<file path="config.mk">
export PLATFORM = sky130hd
export DESIGN_NAME = spram_burst_ctrl_flat
export DESIGN_NICKNAME = d
export VERILOG_FILES = /design/src/rtl/spram_burst_ctrl_if.sv /design/src/rtl/spram_burst_ctrl.sv /design/src/flat_wrapper.sv
export SDC_FILE = /design/constraint.sdc
export NUM_CORES = 1
export LEC_CHECK = 0
export CORE_ASPECT_RATIO = 0.75
export CORE_UTILIZATION = 40
export DETAILED_ROUTE_END_ITERATION = 8
export PLACE_DENSITY = 0.68
export SYNTH_ARGS = -nofsm -noshare
export SYNTH_HDL_FRONTEND = slang
export SYNTH_SLANG_ARGS = --single-unit
</file>
<file path="constraint.sdc">
create_clock -name clk -period 3.01 [get_ports clk]
set_input_delay 0.301 -clock clk [delete_from_list [all_inputs] [get_ports clk]]
set_output_delay 0.301 -clock clk [all_outputs]
set_load 0.01 [all_outputs]
</file>
<file path="src/rtl/spram_burst_ctrl_if.sv">
// rtl/spram_burst_ctrl_if.sv - command, write-data and read-data streams of spram_burst_ctrl
interface spram_burst_ctrl_if #(
  parameter int ADDR_WIDTH = 16,
  parameter int DATA_WIDTH = 8,
  parameter int LEN_WIDTH  = 8
);
  logic                  cmd_valid;
  logic                  cmd_ready;
  logic                  cmd_wr;
  logic [ADDR_WIDTH-1:0] cmd_addr;
  logic [LEN_WIDTH-1:0]  cmd_len;
  logic                  wr_valid;
  logic                  wr_ready;
  logic [DATA_WIDTH-1:0] wr_data;
  logic                  rd_valid;
  logic                  rd_ready;
  logic [DATA_WIDTH-1:0] rd_data;
  logic                  rd_last;

  modport master (
    output cmd_valid, cmd_wr, cmd_addr, cmd_len, wr_valid, wr_data, rd_ready,
    input  cmd_ready, wr_ready, rd_valid, rd_data, rd_last
  );

  modport slave (
    input  cmd_valid, cmd_wr, cmd_addr, cmd_len, wr_valid, wr_data, rd_ready,
    output cmd_ready, wr_ready, rd_valid, rd_data, rd_last
  );
endinterface

</file>
<file path="src/rtl/spram_burst_ctrl.sv">
// rtl/spram_burst_ctrl.sv - burst read/write controller for a single-port RAM with 4-entry read return buffer
// SPRAM_BURST_WRAP_ERR_EN: reject (err pulse) bursts that would run past the top address.
module spram_burst_ctrl #(
  parameter int ADDR_WIDTH = 16,
  parameter int DATA_WIDTH = 8,
  parameter int LEN_WIDTH  = 8
) (
  input  logic                  clk,
  input  logic                  rst_p,
  spram_burst_ctrl_if.slave     bus,
  output logic [ADDR_WIDTH-1:0] ram_addr,
  output logic [DATA_WIDTH-1:0] ram_data_in,
  output logic                  ram_rdn_wr,
  input  logic [DATA_WIDTH-1:0] ram_data_out,
  output logic                  busy,
  output logic                  done,
  output logic                  err
);

  typedef enum logic [1:0] {ST_IDLE, ST_WRITE, ST_READ} state_t;

  state_t                state, state_nxt;
  logic [ADDR_WIDTH-1:0] cur;
  logic [LEN_WIDTH:0]    beats_left;
  logic                  cmd_ready_c, wr_ready_c, busy_c, issue;
  logic                  cmd_fire, wr_fire, rd_fire, bad_cmd;
  logic                  v1, v2, last1, last2;
  logic [DATA_WIDTH-1:0] buf_data [4];
  logic                  buf_last [4];
  logic [1:0]            wptr, rptr;
  logic [2:0]            occ, credit_used;
  logic                  rd_valid_c;

  assign rd_valid_c    = (occ != 3'd0);
  assign cmd_fire      = bus.cmd_valid && cmd_ready_c;
  assign wr_fire       = bus.wr_valid && wr_ready_c;
  assign rd_fire       = rd_valid_c && bus.rd_ready;
  // Reads issued but not yet captured still own a buffer slot.
  assign credit_used   = occ + {2'b0, v1} + {2'b0, v2};

  assign bus.cmd_ready = cmd_ready_c;
  assign bus.wr_ready  = wr_ready_c;
  assign bus.rd_valid  = rd_valid_c;
  assign bus.rd_data   = buf_data[rptr];
  assign bus.rd_last   = rd_valid_c && buf_last[rptr];
  assign busy          = busy_c;

`ifdef SPRAM_BURST_WRAP_ERR_EN
  assign bad_cmd = ({1'b0, bus.cmd_addr} + (ADDR_WIDTH+1)'(bus.cmd_len)) > {1'b0, {ADDR_WIDTH{1'b1}}};

  always_ff @(posedge clk) begin
    if (rst_p) err <= 1'b0;
    else       err <= cmd_fire && bad_cmd;
  end
`else
  assign bad_cmd = 1'b0;
  assign err     = 1'b0;
`endif

  always_ff @(posedge clk) begin
    if (rst_p) state <= ST_IDLE;
    else       state <= state_nxt;
  end

  always_comb begin
    state_nxt = state;
    case (state)
      ST_IDLE:  if (cmd_fire && !bad_cmd) state_nxt = bus.cmd_wr ? ST_WRITE : ST_READ;
      ST_WRITE: if (beats_left == '0) state_nxt = ST_IDLE;
      ST_READ:  if (rd_fire && bus.rd_last) state_nxt = ST_IDLE;
      default:  state_nxt = ST_IDLE;
    endcase
  end

  always_comb begin
    cmd_ready_c = 1'b0;
    wr_ready_c  = 1'b0;
    busy_c      = 1'b0;
    issue       = 1'b0;
    case (state)
      ST_IDLE:  cmd_ready_c = !rst_p;
      ST_WRITE: begin
        busy_c     = 1'b1;
        wr_ready_c = (beats_left != '0);
      end
      ST_READ:  begin
        busy_c = 1'b1;
        issue  = (beats_left != '0) && (credit_used < 3'd4);
      end
      default:  busy_c = 1'b0;
    endcase
  end

  always_ff @(posedge clk) begin
    if (rst_p) begin
      cur         <= '0;
      beats_left  <= '0;
      ram_addr    <= '0;
      ram_data_in <= '0;
      ram_rdn_wr  <= 1'b0;
      v1          <= 1'b0;
      v2          <= 1'b0;
      last1       <= 1'b0;
      last2       <= 1'b0;
      done        <= 1'b0;
    end else begin
      ram_rdn_wr <= wr_fire;
      done       <= ((state == ST_WRITE) && (beats_left == '0)) ||
                    ((state == ST_READ) && rd_fire && bus.rd_last);
      if (cmd_fire) begin
        cur        <= bus.cmd_addr;
        beats_left <= {1'b0, bus.cmd_len} + (LEN_WIDTH+1)'(1);
      end else if (wr_fire || issue) begin
        cur        <= cur + ADDR_WIDTH'(1);
        beats_left <= beats_left - (LEN_WIDTH+1)'(1);
      end
      if (wr_fire || issue) ram_addr <= cur;
      if (wr_fire) ram_data_in <= bus.wr_data;
      // Two-stage tag pipe matches address register + RAM read latency.
      v1    <= issue;
      last1 <= issue && (beats_left == (LEN_WIDTH+1)'(1));
      v2    <= v1;
      last2 <= last1;
    end
  end

  always_ff @(posedge clk) begin
    if (v2) begin
      buf_data[wptr] <= ram_data_out;
      buf_last[wptr] <= last2;
    end
  end

  always_ff @(posedge clk) begin
    if (rst_p) begin
      wptr <= 2'd0;
      rptr <= 2'd0;
      occ  <= 3'd0;
    end else begin
      if (v2)      wptr <= wptr + 2'd1;
      if (rd_fire) rptr <= rptr + 2'd1;
      occ <= occ + {2'b0, v2} - {2'b0, rd_fire};
    end
  end

endmodule

</file>
<file path="src/flat_wrapper.sv">
// flat-port wrapper written by rule: the top's interface ports become plain ports
module spram_burst_ctrl_flat 
#(
  parameter int ADDR_WIDTH = 16,
  parameter int DATA_WIDTH = 8,
  parameter int LEN_WIDTH  = 8
)
  (clk, rst_p, ram_addr, ram_data_in, ram_rdn_wr, ram_data_out, busy, done, err, bus_cmd_valid, bus_cmd_wr, bus_cmd_addr, bus_cmd_len, bus_wr_valid, bus_wr_data, bus_rd_ready, bus_cmd_ready, bus_wr_ready, bus_rd_valid, bus_rd_data, bus_rd_last);
  spram_burst_ctrl_if #(.ADDR_WIDTH(ADDR_WIDTH), .DATA_WIDTH(DATA_WIDTH), .LEN_WIDTH(LEN_WIDTH)) bus_i ();
  input  logic clk;
  input  logic rst_p;
  output logic [ADDR_WIDTH-1:0] ram_addr;
  output logic [DATA_WIDTH-1:0] ram_data_in;
  output logic ram_rdn_wr;
  input  logic [DATA_WIDTH-1:0] ram_data_out;
  output logic busy;
  output logic done;
  output logic err;
  input wire logic [$bits(bus_i.cmd_valid)-1:0] bus_cmd_valid;
  input wire logic [$bits(bus_i.cmd_wr)-1:0] bus_cmd_wr;
  input wire logic [$bits(bus_i.cmd_addr)-1:0] bus_cmd_addr;
  input wire logic [$bits(bus_i.cmd_len)-1:0] bus_cmd_len;
  input wire logic [$bits(bus_i.wr_valid)-1:0] bus_wr_valid;
  input wire logic [$bits(bus_i.wr_data)-1:0] bus_wr_data;
  input wire logic [$bits(bus_i.rd_ready)-1:0] bus_rd_ready;
  output wire logic [$bits(bus_i.cmd_ready)-1:0] bus_cmd_ready;
  output wire logic [$bits(bus_i.wr_ready)-1:0] bus_wr_ready;
  output wire logic [$bits(bus_i.rd_valid)-1:0] bus_rd_valid;
  output wire logic [$bits(bus_i.rd_data)-1:0] bus_rd_data;
  output wire logic [$bits(bus_i.rd_last)-1:0] bus_rd_last;
  assign bus_i.cmd_valid = bus_cmd_valid;
  assign bus_i.cmd_wr = bus_cmd_wr;
  assign bus_i.cmd_addr = bus_cmd_addr;
  assign bus_i.cmd_len = bus_cmd_len;
  assign bus_i.wr_valid = bus_wr_valid;
  assign bus_i.wr_data = bus_wr_data;
  assign bus_i.rd_ready = bus_rd_ready;
  assign bus_cmd_ready = bus_i.cmd_ready;
  assign bus_wr_ready = bus_i.wr_ready;
  assign bus_rd_valid = bus_i.rd_valid;
  assign bus_rd_data = bus_i.rd_data;
  assign bus_rd_last = bus_i.rd_last;
  spram_burst_ctrl #(.ADDR_WIDTH(ADDR_WIDTH), .DATA_WIDTH(DATA_WIDTH), .LEN_WIDTH(LEN_WIDTH)) u_core (.clk(clk), .rst_p(rst_p), .bus(bus_i), .ram_addr(ram_addr), .ram_data_in(ram_data_in), .ram_rdn_wr(ram_rdn_wr), .ram_data_out(ram_data_out), .busy(busy), .done(done), .err(err));
endmodule
</file>
* Yosys cells after proc, flatten, opt, wreduce, memory -nomap -nowiden
Memory sizes are Yosys's and may differ from the RTL's. A register that Yosys moved wholly into a read port is not among the register bits.
Index checks and enable logic that the tools add are counted.
** Word-level totals
- RAM bits :: 36
- Logic and storage cells :: 71
- Bits in registers :: 64
- Bits in latches :: 0
- Memories :: 2
- Bits of input ports :: 46
- Memory bits (read-only) :: 0
- Output and inout bits :: 40
** Operators by class
- Shift operators :: 0
- Order comparisons :: 1
- Equal/unequal tests :: 6
- Multiplexer cells :: 19
- Div/mod/pow operators :: 0
- Bitwise logic cells :: 0
- Reduce and logical (&&, ||, !) cells :: 20
- $add $sub $neg :: 9
- $mul :: 0
** Memory list
- u_core.buf_data :: words 4, bits a word 8, read ports 1, clocked after Yosys merged registers in 1, write ports 1, RTL line spram_burst_ctrl.sv:28 : logic [DATA_WIDTH-1:0] buf_data [4];
- u_core.buf_last :: words 4, bits a word 1, read ports 1, clocked after Yosys merged registers in 1, write ports 1, RTL line spram_burst_ctrl.sv:29 : logic buf_last [4];
** Operators by type and width (number)
- 16-bit 2-to-1 mux :: 2
- 9-bit 2-to-1 mux :: 2
- 16-bit by 1-bit adder with 16-bit output (second input constant) :: 1
- 2-bit 2-to-1 mux :: 8
- 1-bit logical AND :: 10
- 3-bit by 1-bit adder with 3-bit output :: 3
- 8-bit by 1-bit adder with 9-bit output (second input constant) :: 1
- 9-bit by 1-bit equality test with 1-bit output (second input constant) :: 1
- 9-bit zero test :: 1
- 9-bit nonzero test :: 1
- 9-bit by 1-bit subtractor with 9-bit output (second input constant) :: 1
- 1-bit 2-to-1 mux :: 6
- 2-bit by 1-bit inequality test with 1-bit output (second input constant) :: 3
- 2-bit case mux with 3 select lines :: 1
- 2-bit by 1-bit adder with 2-bit output (second input constant) :: 2
- 3-bit < comparator (second input constant) :: 1
- 3-bit AND reduction :: 1
- 3-bit nonzero test :: 1
- 3-bit by 1-bit subtractor with 3-bit output :: 1
- 2-bit by 1-bit equality test with 1-bit output (second input constant) :: 1
- 2-bit equality test (second input constant) :: 1
- 2-bit zero test :: 1
- 1-bit logical OR :: 2
- 2-bit nonzero test :: 1
- other kinds (2) :: 2

* Longest topological paths before layout
Gate-level depths: netlist (run 1).
- Depth after elaboration :: 8
- Mapped depth :: 10
- Gate-level depth less buffers :: 9

* Worst setup path after synthesis (run 1)
Ideal clock, no wire load.
- Path type :: reg-to-reg
- Start :: register u_core.occ[1]
- End :: register u_core.occ[2]
- Library setup time :: 0.128 ns
- Required time :: 2.882 ns
- Arrival :: 2.118 ns
- Clock period less this slack :: 2.246 ns
- Buffers on the path :: 1
- Stages on the path, launching flop included :: 11
- Setup slack :: 0.764 ns
- Cell sequence :: dfxtp_1 > or3_1 > and2_1 > clkbuf_1 > ha_1 > inv_1 > ha_1 > inv_1 > fa_1 > xnor2_1 > nor2_1
** On the way
- Longest elaborated chain between the ends :: 3
- Elaborated cells between the ends (all ways) :: 4
- Those cells by class :: add/sub: 2; reduce/logical: 2
** RTL lines
- start, declared :: RTL line spram_burst_ctrl.sv:31 : logic [2:0] occ, credit_used;
- start signal, assigned :: RTL line spram_burst_ctrl.sv:142 : occ <= occ + {2'b0, v2} - {2'b0, rd_fire};
- 3-bit nonzero test :: RTL line spram_burst_ctrl.sv:34 : assign rd_valid_c = (occ != 3'd0);
- named net bus_rd_valid :: RTL line flat_wrapper.sv:28 : output wire logic [$bits(bus_i.rd_valid)-1:0] bus_rd_valid;
- 1-bit logical AND :: RTL line spram_burst_ctrl.sv:37 : assign rd_fire = rd_valid_c && bus.rd_ready;
- named net u_core.rd_fire :: RTL line spram_burst_ctrl.sv:26 : logic cmd_fire, wr_fire, rd_fire, bad_cmd;
- 3-bit by 1-bit subtractor with 3-bit output :: RTL line spram_burst_ctrl.sv:142
The timed path passes the listed nets, and every way through them passes these cells.
A chain may end at the register's enable or synchronous reset.

* Worst setup path after layout (run 1)
- Start :: register u_core.v2
- End :: register u_core.beats_left[4]
** On the way
- Longest elaborated chain between the ends :: 6
** RTL lines
- start, declared :: RTL line spram_burst_ctrl.sv:27 : logic v1, v2, last1, last2;
- start signal, assigned :: RTL line spram_burst_ctrl.sv:122 : v2 <= v1;
- 3-bit by 1-bit adder with 3-bit output :: RTL line spram_burst_ctrl.sv:39 : assign credit_used = occ + {2'b0, v1} + {2'b0, v2};
- 3-bit < comparator :: RTL line spram_burst_ctrl.sv:88 : issue = (beats_left != '0) && (credit_used < 3'd4);
- 1-bit logical AND :: RTL line spram_burst_ctrl.sv:88
- 1-bit 2-to-1 mux :: RTL line spram_burst_ctrl.sv:80 : case (state)
- 1-bit logical OR :: RTL line spram_burst_ctrl.sv:113 : end else if (wr_fire || issue) begin
- 2-bit nonzero test (no source line)
- end signal, assigned :: RTL line spram_burst_ctrl.sv:112 : beats_left <= {1'b0, bus.cmd_len} + (LEN_WIDTH+1)'(1);
- end signal, assigned :: RTL line spram_burst_ctrl.sv:115 : beats_left <= beats_left - (LEN_WIDTH+1)'(1);
- end, declared :: RTL line spram_burst_ctrl.sv:24 : logic [LEN_WIDTH:0] beats_left;
No other way between the ends.

==> results.md, run 1 <==
* Outcome: completed
* Asr flop ratio synth at 0%
* Mapped Area at 0.00446 mm^2
* Htree depth at 3
* Fraction of layout cells with a size suffix above 1 at 8.50%
* CP Max Fanout at 11
* Layout Skew at 8.04 ps
* Final wirelength at 8.99 mm
* MaxCap Viol Count at 0
* CTS tree: yes
* Worst IR Drop VDD at 0.463 mV
* Synth Net Count at 484
* Die area at 0.0116 mm^2
* Ys Warns at 0
* Post-DR vias/cell at 4.98
* Post-synth EDFFs at 36
* Compound-Gate Fraction of Synth Area at 8.72%
* TritonRoute pass-1 iters at 4
* First-pass GRT wire length at 14.6 mm
* I/O Pins at 86
* Synth area leader: dfxtp_1
* Crit path launch type: register
* Final #Nets at 563
* Simple-gate share of the synthesized area at 18.1%
* Gr busiest metal: met2
* Antenna Nets Post-Route at 0
* GR Util met3 at 3.17%
* Worst-skew pair later-pin latency at 330 ps
* Placed Cells at 630
* Largest family of logic cells by synthesized area: simple AND/OR/NAND/NOR gates
* Worst path cell trace: ha_1 -> a21oi_1 -> mux2_2 -> a21o_1 -> or4_1 -> xor2_1 -> a211oi_1
* Mapped Cells at 422
* RSZ-0062 raised after global routing: no
* CP bufs+invs at 0
* DRC viols at 0
* Vias at 3,215
* First DRT Iteration DRCs at 175
* Largest stage delay on the critical path at 470 ps
* Setup TNS Final at 0 ps
* Adder-cell share of the synthesized area at 4.65%
* Postcts setup bufs at 0
* Grt met2 use at 26.0%
* Mux share of post-synthesis cell area at 5.02%
* Static Leak at 1.95 nW
* Tcrit/Tclk final at 85.2%
* Routability cong. at 0.813
* Crit. End Element: register
* Worst-Margin Slew at 635 ps
* Crit-path slowest cell: or4_1
* Diode count at 0
* Clock Pin Slew Worst Setup and Hold Paths at 60 ps
* Fmax at 0.390 GHz
* Layout area overhead at 28.4%
* Mean Syn Cell Area at 10.6 um^2
* # port buffers at 84
* Final Hold Violating Endpoints at 0
* Slew Viols, Final at 0
* Post-Layout Cell Count at 646
* # hold bufs at CTS at 0
* Rel. slew slack at 57.7%
* Xor and xnor area share after synthesis at 6.28%
* P per Cell Area at 784 mW/mm^2
* Vias in the first global route at 3,082
* Setup Viol. Count Final at 0
* Row Count at 33
* CTS sink cnt at 102
* Commonest non-fill, non-tap cell in the layout: clkdlybuf4s50_1
* Cts bufs inserted at 9
* CTS Root Buffer Type: clkbuf_16
* Top_reg_cell synth: dfxtp_1
* CP required at 3250 ps
* GR Overflow Total at 0
* Synth cell types at 44
* #FFs+latches synth at 102
* CTS max path bufs at 2
* Drt wl/cell at 13.9 um
* Initial antenna violation count at 0
* Worst EP arrival at 2810 ps
* Cts repair resizes at 0
* Area share of the largest cell type after synthesis at 29.6%
* Most frequent cells in the layout: 83 x clkdlybuf4s50_1, 66 x dfxtp_1, 64 x nand2_1, 36 x nor2_1, 36 x edfxtp_1
* All-layer global routing usage at 16.2%
* GR met1 Demand/Resource at 22.6%
* Core box area at 0.0109 mm^2
* Worst path top cell family by delay: compound AO/OA/AOI/OAI gates
* Crit path time final at 2570 ps
* Die W at 124 um
* Largest net degree at the start of global routing at 64
* Worst Hold Class: register to register
* Area contributors post-synth: dfxtp_1 30%, edfxtp_1 24%, nand2_1 5.4%, mux4_2 4.5%, ha_1 4.2%
* Post-DP HPWL at 6.43 mm
* Register area share after synthesis at 53.8%
* Starting density of the core at 40.9%
* Die height at 93.5 um
* Setup CP Type: register to register
layer usage:
layer  wire (um)  share of wire [%]
met1        4430                 49
met4          59               0.66
met5           0                  0
met2        4140                 46
met3         362                4.0
sequential cells by signal (all words and copies together) (netlist names), named ones only:
signal              cells
u_core.last1            1
u_core.buf_data        32
u_core.beats_left       9
u_core.cur             16
u_core.ram_addr        16
u_core.rptr             2
u_core.occ              3
u_core.wptr             2
u_core.state            2
u_core.v1               1
u_core.ram_data_in      8
u_core.v2               1
u_core.buf_last         4
u_core.last2            1
u_core.ram_rdn_wr       1
u_core.done             1
synth_stat cells (all sizes together), types with 2 or more instances:
library cell  instances
dfxtp                66
nand2                64
edfxtp               36
nor2                 36
a21oi                29
a211oi               19
clkbuf               16
nand3                16
xnor2                16
xor2                 16
ha                   15
inv                  11
and2                  9
mux4                  9
buf                   7
nor3                  7
nor4                  6
nor2b                 5
or3                   5
and3                  3
and4                  3
nand2b                3
o21ai                 3
o31ai                 3
or4                   3
nand3b                2
nand4                 2
power breakdown:
group	switching, W	total [W]	internal [W]	leakage, nW
clock	0.000485	0.00114	0.000657	0.148
sequential	0.000199	0.00182	0.00162	0.856
combinational	0.000769	0.00153	0.000758	0.949
total	0.00145	0.00449	0.00304	1.95
worst register-to-register path, cell delays in order (launching register included):
cell and delay (ps):
dfxtp_1 460, ha_1 280, a21oi_1 190, mux2_2 390, a21o_1 310, or4_1 470, xor2_1 160, a211oi_1 220
through the flow:
stage	power [W]	instance area, um^2	setup slack [ps]	hold slack (ps)	util [%]
after floorplan	0.00282	4460	764	397	-
after global placement	0.00336	5440	518	443	49.9
after detailed placement	0.00339	5440	440	435	49.9
after CTS	0.00454	5730	440	455	52.6
after global routing	0.00479	5730	236	459	52.6
final	0.00449	5730	444	443	52.6
area by class of cell:
class                   instances  area [um^2]
clock buffers                  11          236
clock inverters                 5         56.3
fillers                       977         5170
inverters                      11         41.3
multi-input cells             286         1920
flip-flops and latches        102         2400
well taps                     140          175
repair buffers                 91          901
final timing paths:
check / slack (ps) / endpoint / depth (start not counted) / from
worst max register to register: 440 / u_core.beats_left[4] / 7 / u_core.v2
worst min register to register: 440 / u_core.last2 / 1 / u_core.last1
worst max-delay path: 440 / u_core.beats_left[4] / 7 / u_core.v2
worst min-delay path: 440 / u_core.last2 / 1 / u_core.last1
cell families after synthesis:
kind of cell / after synthesis
simple gates: 165
flops: 102
compound gates: 61
buf+inv: 34
xor+xnor: 32
fa+ha+maj: 16
mux: 11
other cells: 1
No activity file was read; power rests on OpenSTA's default activity.
==> run 2, diff against run 1 <==
Settings changed: CAP_MARGIN set to 20.
==> results of run 2 <==
Same layout as run 1: the final DEF is identical, and so are final timing and power.
